===== src/rtl/game_minute_clock.sv =====
// Game-minute clock: prescaled minute counter with hold/saturate control and a quiz deadline.
// Optional BCD mirror of the minute count is enabled by defining GAME_MINUTE_CLOCK_BCD_EN.
module game_minute_clock #(
  parameter int unsigned TICKS_PER_MIN = 100_000_000,
  parameter logic [7:0]  MAX_MIN       = 8'd255,
  parameter logic [7:0]  QUIZ_WIN      = 8'd3
) (
  input  logic        clk_i,
  input  logic        rst_ni,
  input  logic        start_i,
  input  logic        clear_i,
  input  logic        hold_i,
  input  logic        arm_i,
  input  logic        disarm_i,
  output logic [7:0]  minutes_o,
  output logic        min_tick_o,
  output logic        running_o,
  output logic        saturated_o,
  output logic        deadline_hit_o
`ifdef GAME_MINUTE_CLOCK_BCD_EN
  ,
  output logic [11:0] minutes_bcd_o
`endif
);

  localparam int unsigned         PRE_W  = $clog2(TICKS_PER_MIN);
  localparam logic [PRE_W-1:0]    PRE_TC = PRE_W'(TICKS_PER_MIN - 1);

  typedef enum logic [1:0] {
    ST_STOP = 2'd0,
    ST_RUN  = 2'd1,
    ST_HOLD = 2'd2,
    ST_SAT  = 2'd3
  } state_e;

  state_e           state_q;
  logic [PRE_W-1:0] presc_q;
  logic [7:0]       minutes_q;
  logic [7:0]       minutes_inc;
  logic [7:0]       deadline_q;
  logic [7:0]       deadline_d;
  logic [8:0]       deadline_sum;
  logic             armed_q;
  logic             min_tick_q;
  logic             presc_tc;

  assign presc_tc    = (presc_q == PRE_TC);
  assign minutes_inc = minutes_q + 8'd1;

  // Deadline sum is widened so minutes near 255 cannot wrap before the clamp.
  assign deadline_sum = {1'b0, minutes_q} + {1'b0, QUIZ_WIN};
  assign deadline_d   = (deadline_sum > {1'b0, MAX_MIN}) ? MAX_MIN : deadline_sum[7:0];

`ifdef GAME_MINUTE_CLOCK_BCD_EN
  logic [11:0] bcd_q;

  function automatic logic [11:0] bcd_inc(input logic [11:0] v);
    logic [11:0] r;
    r = v;
    if (v[3:0] == 4'd9) begin
      r[3:0] = 4'd0;
      if (v[7:4] == 4'd9) begin
        r[7:4]  = 4'd0;
        r[11:8] = v[11:8] + 4'd1;
      end else begin
        r[7:4] = v[7:4] + 4'd1;
      end
    end else begin
      r[3:0] = v[3:0] + 4'd1;
    end
    return r;
  endfunction
`endif

  always_ff @(posedge clk_i or negedge rst_ni) begin
    if (!rst_ni) begin
      state_q    <= ST_STOP;
      presc_q    <= '0;
      minutes_q  <= 8'd0;
      deadline_q <= 8'd0;
      armed_q    <= 1'b0;
      min_tick_q <= 1'b0;
`ifdef GAME_MINUTE_CLOCK_BCD_EN
      bcd_q      <= 12'h000;
`endif
    end else if (clear_i) begin
      state_q    <= ST_STOP;
      presc_q    <= '0;
      minutes_q  <= 8'd0;
      deadline_q <= 8'd0;
      armed_q    <= 1'b0;
      min_tick_q <= 1'b0;
`ifdef GAME_MINUTE_CLOCK_BCD_EN
      bcd_q      <= 12'h000;
`endif
    end else begin
      min_tick_q <= 1'b0;
      case (state_q)
        ST_STOP: begin
          presc_q   <= '0;
          minutes_q <= 8'd0;
          if (start_i && !hold_i) begin
            state_q <= ST_RUN;
          end
        end
        // Hold outranks the terminal count, so the prescaler parks at terminal
        // and the pending increment fires on the first RUN cycle after release.
        ST_RUN: begin
          if (hold_i) begin
            state_q <= ST_HOLD;
          end else if (presc_tc) begin
            presc_q    <= '0;
            minutes_q  <= minutes_inc;
            min_tick_q <= 1'b1;
`ifdef GAME_MINUTE_CLOCK_BCD_EN
            bcd_q      <= bcd_inc(bcd_q);
`endif
            if (minutes_inc == MAX_MIN) begin
              state_q <= ST_SAT;
            end
          end else begin
            presc_q <= presc_q + PRE_W'(1);
          end
        end
        ST_HOLD: begin
          if (!hold_i) begin
            state_q <= ST_RUN;
          end
        end
        ST_SAT: begin
          minutes_q <= MAX_MIN;
        end
        default: begin
          state_q <= ST_STOP;
        end
      endcase

      if (arm_i) begin
        deadline_q <= deadline_d;
        armed_q    <= 1'b1;
      end else if (disarm_i) begin
        armed_q <= 1'b0;
      end
    end
  end

  assign minutes_o      = minutes_q;
  assign min_tick_o     = min_tick_q;
  assign running_o      = (state_q == ST_RUN);
  assign saturated_o    = (state_q == ST_SAT);
  assign deadline_hit_o = armed_q && (minutes_q >= deadline_q);

`ifdef GAME_MINUTE_CLOCK_BCD_EN
  assign minutes_bcd_o = bcd_q;
`endif

endmodule


===== config.mk =====
export PLATFORM = sky130hd
export DESIGN_NAME = game_minute_clock
export DESIGN_NICKNAME = d
export VERILOG_FILES = /design/src/rtl/game_minute_clock.sv
export SDC_FILE = /design/constraint.sdc
export NUM_CORES = 1
export LEC_CHECK = 0
export BUFFER_PORTS_ARGS = -buffer_cell sky130_fd_sc_hd__clkbuf_2
export CORE_ASPECT_RATIO = 1.25
export CORE_MARGIN = 3
export CORE_UTILIZATION = 35
export DETAILED_ROUTE_END_ITERATION = 8
export PLACE_DENSITY = 0.59
export SYNTH_ARGS = -nofsm -noshare
export SYNTH_HDL_FRONTEND = slang
export SYNTH_SLANG_ARGS = --single-unit

===== constraint.sdc =====
create_clock -name clk_i -period 5.1 [get_ports clk_i]
set_input_delay 1.275 -clock clk_i [delete_from_list [all_inputs] [get_ports clk_i]]
set_output_delay 1.275 -clock clk_i [all_outputs]
set_load 0.01 [all_outputs]

==> flow_summary.toml, run 1 <==
[power]
p_per_area_mw_per_mm2 = 240
ir_worst_vdd_mv = 0.158
power_switching_w = 0.000217
sequentialPowerShare = 0.471
power_frac_comb = 0.123
leakagePower_nw = 1.42
p_clk_frac = 0.405
p_int_w = 0.000607
switching_share = 0.263

[cells_and_area]
nets = 377
n_antenna_cell = 0
multiInputGateArea_mm2 = 0.00181
regArea_mm2 = 0.00118
drive_gt1_frac = 0.130
stdcell_area_mm2 = 0.00343
nFillCells = 843
syn2layout_area_growth_pct = 9.90

[sta]
worst_slew_pin_slew_ns = 1.07
tns_ns = 0
hold_viol = 0
final_max_slew_viol_count = 0
fin_worst_skew_ns = 0.0131
min_period_ns = 3.51
clock.fmax_mhz = 285
setup_violations = 0
fin_crit_sh = 0.688
rsz0062_at_grt = "false"
slew_headroom = 0.275

[clock_tree]
clk_latency_ns = 0.31
clockBufferDepth = 2
cts.clk_slew.worst_paths_ns = 0.09
htree_levels = 2
clkSinkCount = 47
numCtsBuffers = 5
cts_tree = "yes"
cts.repair.resized = 0
holdBufCountCts = 0
root_buffer = "clkbuf_8"
postCtsSetupBuffers = 0

[die]
die-area_mm2 = 0.0101
fp.dieW_um = 90.5
die_h_um = 112
start_util = 0.368
design.core.area_mm2 = 0.00847
rows = 37
io-pin-count = 19

[setup_path]
critPathLaunchType = "flop"
crit_fanout = 8
crit_chain = "inv_1 -> ha_1 -> nand2b_1 -> a21o_1 -> a211oi_1 -> o21ai_0 -> o211a_1 -> clkbuf_2"
crit_type = "flop to output port"
cpLargestDelayFamily = "compound AO/OA/AOI/OAI gates"
slowest_delay_ns = 0.51
arrival_ns = 2.24
cp_data_required_time_ns = 3.83
cpMaxStageDelayCell = "dfrtp_1"
end_kind = "output port"
cp_num_buf_inv = 2

[logic_synthesis]
ys_seq_area_frac = 0.377
yosys.area.top_type = "dfrtp_1"
synth.net_count = 364
syn_avg_cell_area_um2 = 9.18
synth_top_flop_cell = "dfrtp_1"
ys_seq_elements = 47
async_flop_share = 1.00
synth_common_cells = "dfrtp_1, nor2_1, nand2_1"
synth.most_common_cell = "dfrtp_1"
ys_warn_count = 0
syn_area_mm2 = 0.00312
synth_cell_types = 59
synth_top_area_frac = 0.377
synthTopCellsByArea = "dfrtp_1, ha_1, xnor2_1, nor2_1, nand2_1"
synth_edf_count = 0
syn_inst = 340

[global_route]
grt_max_degree = 48
grt_overflow = 0
antenna_found_initial = 0
grt_pass1_wl_um = 12200
grt_pass1_vias = 2534
grt_usage = 0.145

[detailed_routing]
final_antenna_net_count = 0
drt_pre_antenna_iters = 4
drc = 0
viasPerCell = 5.40
wl_per_cell_um = 15.0
route.final.wire_length_um = 7060
vias = 2542
drtIter0Drc = 131

[worst_hold_path]
worstHoldPathType = "flop to flop"

[status]
outcome = "finished, final reports clean"

[place]
dp_hpwl_um = 5100
gp_congestion = 0.805
placed_cell_area_mm2 = 0.00329
portBuffers = 18

[run]
drv_cap = 0
-- power groups by stage --
stage | clock network, W | logic (W) | registers, W
6_report | 0.000334 | 0.000102 | 0.000388
5_1_grt | 0.000356 | 0.000116 | 0.000390
4_1_cts | 0.000340 | 0.000104 | 0.000388
3_5_place_dp | 0 | 0.000103 | 0.000395
3_3_place_gp | 0 | 0.000103 | 0.000395
2_1_floorplan | 0 | 0.0000730 | 0.000393
-- worst min-delay path, delay by kind of cell, from the launching register on --
family	cells	cell delay, ns
flip-flops	1	0.39
AND/OR/NAND/NOR	2	0.11
-- cells by family (layout without fill, tap and decap cells) --
group                      count (synthesis)  in the layout  share of synthesized area
AOI/OAI and AO/OA                         49             49                      0.119
xor gates and xnor gates                  27             27                     0.0758
adders and majority gates                 17             17                     0.0682
buffers and inverters                     30             44                     0.0433
DFF                                       47             47                      0.377
muxes                                      3              3                    0.00962
and+or+nand+nor                          167            167                      0.308
-- routing by layer --
| layer | wire (um) | part of all wire | up-vias | global-route usage |
|---|---|---|---|---|
| li1 | - | - | 1240 | - |
| met2 | 3550 | 0.50 | 56 | 0.261 |
| met3 | 291 | 0.041 | 9 | 0.0284 |
| met4 | 78 | 0.011 | 0 | 0.0398 |
| met5 | 0 | 0 | - | 0 |
| met1 | 3140 | 0.45 | 1237 | 0.175 |
-- worst paths after layout --
check                                   from              to  slack [ns]  depth (start not counted)
worst max-delay path            minutes_o[0]  deadline_hit_o        1.59                          8
worst min-delay path              presc_q[1]      presc_q[1]        0.52                          2
worst max register to register    state_q[1]     presc_q[25]        2.36                          7
worst min register to register    presc_q[1]      presc_q[1]        0.52                          2
max in group asynchronous             rst_ni      presc_q[1]        3.63                          2
min in group asynchronous             rst_ni     presc_q[12]        1.05                          2
-- placed cells by master (no fill, tap or decap), types with 3 or more instances in the layout --
cell      count
mux2i_1       3
nand4_1       4
nand2b_1      3
nor3_1       10
xnor2_1      20
and3_1       11
nor4_4        3
nor4_1       13
a21oi_1       7
a211oi_1      9
nor4bb_1      4
inv_1        17
clkbuf_2     18
nand2_1      25
nor2b_1       3
clkbuf_8      5
and4_1        4
nor2_1       45
o22ai_1       3
xor2_1        7
nand3_1      16
or3_1         6
ha_1         17
o21ai_0       9
and2_1        3
dfrtp_1      47
-- metrics by stage --
step | power [W] | worst slack (ns) | std cells | hold WS (ns) | util
after global placement | 0.000498 | 1.91 | 463 | 0.484 | 0.389
after detailed placement | 0.000499 | 1.89 | 463 | 0.497 | 0.389
final | 0.000823 | 1.59 | 471 | 0.522 | 0.405
after CTS | 0.000832 | 1.54 | 471 | 0.519 | 0.405
after global routing | 0.000861 | 1.41 | 471 | 0.562 | 0.405
after floorplan | 0.000466 | 2.21 | 340 | 0.457 | -
-- layout make-up --
class / instances / area share
inverters: 17 / 0.0186
repair buffers: 19 / 0.0285
well taps: 117 / 0.0427
clock inverters: 3 / 0.0197
clock buffers: 5 / 0.0201
flip-flops and latches: 47 / 0.343
multi-input cells: 263 / 0.528
-- flip-flops by register name, summed over array words and instances, names as in the netlist --
register    cells
min_tick_o      1
minutes_o       8
armed_q         1
presc_q        27
deadline_q      8
state_q         2
Power figures use the tool's default switching activity.
==> run 2, diff against run 1 <==
--- a/config.mk
+++ b/config.mk
@@ -5,12 +5,13 @@
 export SDC_FILE = /design/constraint.sdc
 export NUM_CORES = 1
 export LEC_CHECK = 0
+export ABC_AREA = 1
 export BUFFER_PORTS_ARGS = -buffer_cell sky130_fd_sc_hd__clkbuf_2
 export CORE_ASPECT_RATIO = 1.25
 export CORE_MARGIN = 3
 export CORE_UTILIZATION = 35
 export DETAILED_ROUTE_END_ITERATION = 8
-export PLACE_DENSITY = 0.59
+export PLACE_DENSITY = 0.61
 export SYNTH_ARGS = -nofsm -noshare
 export SYNTH_HDL_FRONTEND = slang
 export SYNTH_SLANG_ARGS = --single-unit
==> constraint.sdc (replaced) <==
create_clock -name clk_i -period 2.85 [get_ports clk_i]
set_input_delay 0.7125 -clock clk_i [delete_from_list [all_inputs] [get_ports clk_i]]
set_output_delay 0.7125 -clock clk_i [all_outputs]
set_load 0.01 [all_outputs]
==> flow_summary.toml, run 2 <==
[status]
outcome = "finished, final reports clean"

[cells_and_area]
syn2layout_area_growth_pct = 9.39
final_common_cell = "nand2_1"
nFillCells = 954
post-route-util = 0.403
n_antenna_cell = 0
regMostFlops = "presc_q"
largest_reg_flops = 27
drive_gt1_frac = 0.121
nets = 509
final_cell_mix = "nand2_1, inv_1, nor2_1, dfrtp_1, nand3_1"
stdcell_area_mm2 = 0.00360

[worst_hold_path]
worstHoldPathType = "input pin to asynchronous set/reset pin"

[setup_path]
end_kind = "output port"
cp_num_buf_inv = 4
crit_type = "flop to output port"
cpMaxStageDelayCell = "dfrtp_1"
cpLargestDelayFamily = "flip-flops"
arrival_ns = 1.84
cp_data_required_time_ns = 2.14
crit_fanout = 8
cpMostUsedCell = "inv_1"
slowest_delay_ns = 0.49
crit_chain = "inv_1 -> ha_1 -> inv_1 -> a21oi_1 -> o21ai_0 -> nand2_1 -> o2111ai_1 -> nand2_1 -> inv_1 -> clkbuf_2"
critPathLaunchType = "flop"

[clock_tree]
numCtsBuffers = 5
postCtsSetupBuffers = 0
root_buffer = "clkbuf_8"
clk_latency_ns = 0.30
clkSinkCount = 47
holdBufCountCts = 0
cts.clk_slew.worst_paths_ns = 0.09
clockBufferDepth = 2
cts_tree = "yes"
cts.repair.resized = 0
htree_levels = 2

[sta]
final_max_slew_viol_count = 0
tns_ns = 0
hold_viol = 0
setup_ws_ns = 0.301
clock.fmax_mhz = 392
min_period_ns = 2.55
slew_headroom = 0.705
setup_violations = 0
rsz0062_at_grt = "false"
fin_crit_sh = 0.894
worst_slew_pin_slew_ns = 0.443
fin_worst_skew_ns = 0.00982

[logic_synthesis]
syn_inst = 463
synth_top_flop_cell = "dfrtp_1"
ys_seq_area_frac = 0.357
synth_mux_area_frac = 0
yosys.area_share.simple = 0.365
syn_avg_cell_area_um2 = 7.11
yosys.area.top_type = "dfrtp_1"
synthTopCellsByArea = "dfrtp_1, nand2_1, inv_1, ha_1, nor2_1"
synth_common_cells = "nand2_1, inv_1, nor2_1"
syn_area_mm2 = 0.00329
synthAdderAreaFrac = 0.0646
synth.net_count = 487
synth.most_common_cell = "nand2_1"
ys_warn_count = 0
async_flop_share = 1.00
synth_top_area_frac = 0.357
synth_cell_types = 37
ys_seq_elements = 47
synth_edf_count = 0
synth_compound_area_frac = 0.0924
synthXorXnorAreaFrac = 0.0240
synth_top_family_by_area = "simple AND/OR/NAND/NOR gates"

[global_route]
grt_pass1_vias = 2801
grt_overflow = 0
antenna_found_initial = 0
grt_usage = 0.158
grt_max_degree = 33
grt_pass1_wl_um = 13300

[detailed_routing]
drc = 0
drt_pre_antenna_iters = 4
wl_per_cell_um = 12.9
drtIter0Drc = 82
viasPerCell = 4.81
route.final.wire_length_um = 7810
vias = 2913
final_antenna_net_count = 0

[power]
ir_worst_vdd_mv = 0.261
p_per_area_mw_per_mm2 = 615
leakagePower_nw = 1.66

[place]
gp_congestion = 0.913
portBuffers = 18
place_ws_ns = 0.577
placed_cell_area_mm2 = 0.00350
dp_hpwl_um = 6100

[die]
fp.dieW_um = 92.7
die_h_um = 114
io-pin-count = 19
design.core.area_mm2 = 0.00894
die-area_mm2 = 0.0106
start_util = 0.368
rows = 38

[run]
drv_cap = 0
[run 2: changes by cell type in the layout (fill, tap and decap cells not counted), moves of 9 or more]
cell,change
nand2_1,+110
nor4_1,-12
o21ai_0,+9
and3_1,-11
a211oi_1,-9
inv_1,+49
a21oi_1,+13
xnor2_1,-18
[run 2: area by class of cell]
type / instances / area (um2) / area share
inverter: 68 / 255 / 0.0709
sequential: 47 / 1180 / 0.327
multi-input combinational: 341 / 1800 / 0.499
tap: 120 / 150 / 0.0417
clock buffer: 8 / 100 / 0.0278
timing repair buffer: 22 / 120 / 0.0334
[run 2: final timing paths]
kind / startpoint / end / slack (ns) / cells after the start
max in group asynchronous: rst_ni / presc_q[12] / 1.72 / 2
setup / recovery: minutes_o[0] / deadline_hit_o / 0.30 / 10
hold reg to reg: deadline_q[1] / deadline_q[1] / 0.48 / 2
hold / removal: rst_ni / minutes_o[5] / 0.33 / 1
setup reg to reg: state_q[1] / presc_q[23] / 0.70 / 13
min in group clk_i: deadline_q[1] / deadline_q[1] / 0.48 / 2
[run 2: per-stage QoR]
stage | instances | total power, W | hold WS [ns]
after floorplan | 463 | 0.00157 | 0.417
after global placement | 598 | 0.00177 | 0.465
after detailed placement | 598 | 0.00178 | 0.468
after CTS | 606 | 0.00225 | 0.336
after global routing | 606 | 0.00241 | 0.352
final | 606 | 0.00222 | 0.333
[run 2: where the power goes]
group          switching, W  internal [W]
Combinational      0.000619      0.000318
Sequential        0.0000896      0.000733
Clock              0.000234      0.000222
Total              0.000942       0.00127
[run 2: cell families (layout without fill, tap and decap cells)]
family          after synthesis  after routing
buf+inv                      75             98
xor+xnor                      9              9
flops                        47             47
simple gates                261            261
compound gates               54             54
fa+ha+maj                    17             17
[run 2: worst register-to-register path, cell delays in order, from the launching register on]
cell and delay [ns]:
dfrtp_1 0.42, inv_1 0.10, ha_1 0.38, nor2_2 0.12
nand2_4 0.09, nand2_4 0.08, inv_2 0.21, nand2_2 0.13
inv_1 0.13, nand2_1 0.08, nor2_1 0.14, nand3_1 0.09
nand2_1 0.07, nor2_1 0.04
[run 2: per-layer routing]
layer  GRT usage  wire length, um  share of wire
met5           0                0              0
met4      0.0557              156          0.020
met3      0.0243              180          0.023
met2       0.288             3960           0.51
met1       0.188             3520           0.45
==> run 3, diff against run 2 <==
==> constraint.sdc (replaced) <==
create_clock -name clk_i -period 2.2 [get_ports clk_i]
set_input_delay 0.55 -clock clk_i [delete_from_list [all_inputs] [get_ports clk_i]]
set_output_delay 0.55 -clock clk_i [all_outputs]
set_load 0.01 [all_outputs]
==> flow_summary.toml, run 3 (synthesis results as in run 2) <==
[die]
die-area_mm2 = 0.0106
die_h_um = 114
io-pin-count = 19
rows = 38
start_util = 0.368
fp.dieW_um = 92.7
design.core.area_mm2 = 0.00894

[sta]
setup_ws_ns = 0.0333
tns_ns = 0
fin_worst_skew_ns = 0.00680
hold_ws_ns = 0.229
min_period_ns = 2.17
worst_slew_pin_slew_ns = 0.418
setup_violations = 0
fin_crit_sh = 0.985
final_max_slew_viol_count = 0
rsz0062_at_grt = "true"
hold_viol = 0
clock.fmax_mhz = 462
slew_headroom = 0.719

[setup_path]
critPathLaunchType = "flop"
worstReg2RegStart = "state_q[1]"
cpLargestDelayFamily = "flip-flops"
slowest_delay_ns = 0.42
startpoint = "minutes_o[7]"
arrival_ns = 1.62
crit_chain = "ha_4 -> nand2_2 -> nor2_4 -> nand4_1 -> o2111ai_2 -> nand2_1 -> inv_1 -> buf_2"
crit_fanout = 2
r2r_slack_ns = 0.28
cpMaxStageDelayCell = "dfrtp_1"
end_kind = "output port"
crit_type = "flop to output port"
cp_num_buf_inv = 2
cp_data_required_time_ns = 1.65

[power]
p_per_area_mw_per_mm2 = 830
ir_worst_vdd_mv = 0.345
leakagePower_nw = 1.73
fin_total_pwr_w = 0.00314

[place]
portBuffers = 18
place_inst = 606
dp_hpwl_um = 5920
place_ws_ns = 0.141
gp_congestion = 0.855

[cells_and_area]
n_antenna_cell = 0
nFillCells = 980
final_cell_mix = "nand2_1, inv_1, nor2_1, dfrtp_1, nand3_1"
multiInputGateArea_mm2 = 0.00189
syn2layout_area_growth_pct = 14.9
largest_reg_flops = 27
regMostFlops = "presc_q"
regArea_mm2 = 0.00118
drive_gt1_frac = 0.168
finalNonFillerCells = 615
nets = 518
final_common_cell = "nand2_1"

[global_route]
grt_pass1_wl_um = 13500
antenna_found_initial = 0
grt_max_degree = 48
grt_overflow = 0
grt_usage = 0.158
grt_pass1_vias = 2971

[clock_tree]
htree_levels = 2
clkSinkCount = 47
clockBufferDepth = 2
root_buffer = "clkbuf_8"
clk_latency_ns = 0.30
holdBufCountCts = 0
cts_tree = "yes"
cts.clk_slew.worst_paths_ns = 0.10
numCtsBuffers = 5

[detailed_routing]
drt_pre_antenna_iters = 4
drtIter0Drc = 127
drc = 0
wl_per_cell_um = 12.7
final_antenna_net_count = 0
route.final.wire_length_um = 7790
vias = 2967
viasPerCell = 4.82

[worst_hold_path]
worstHoldPathType = "input pin to asynchronous set/reset pin"

[run]
drv_cap = 0

[status]
outcome = "finished, final reports clean"
run 3: final cells by class:
class                      instances  area share
multi-input combinational        341       0.499
timing repair buffer              31      0.0529
clock buffer                       5      0.0182
clock inverter                     3      0.0116
tap                              120      0.0397
sequential                        47       0.311
inverter                          68      0.0675
run 3: path summary, 6_finish.rpt:
check	end	cells after the start
max	deadline_hit_o	8
min	minutes_o[6]	2
max reg2reg	presc_q[23]	13
min reg2reg	armed_q	2
max in group asynchronous	minutes_o[5]	2
min in group clk_i	armed_q	4
run 3: per-layer routing:
layer / share of wire / global-route usage
met4: 0.016 / 0.0518
met3: 0.029 / 0.0230
met5: 0 / 0
met2: 0.53 / 0.293
met1: 0.42 / 0.186
run 3: timing repair:
action                                 4_1_cts  5_1_grt
buffers inserted                             1        0
setup endpoints to repair                    1        4
resized for setup                            2       16
endpoints found under the hold margin        0        0
pin swaps                                    9       10
run 3: power by group:
part | internal [W] | switching (W) | leakage (nW)
logic | 0.000551 | 0.000901 | 1.02
registers | 0.000950 | 0.0000879 | 0.646
clock network | 0.000339 | 0.000310 | 0.0581
total | 0.00184 | 0.00130 | 1.73
run 3: through the flow:
| stage | area, um2 | util |
|---|---|---|
| 2_1_floorplan | 3290 | - |
| 3_3_place_gp | 3570 | 0.400 |
| 3_5_place_dp | 3570 | 0.400 |
| 4_1_cts | 3700 | 0.414 |
| 5_1_grt | 3780 | 0.423 |
| 6_report | 3780 | 0.423 |
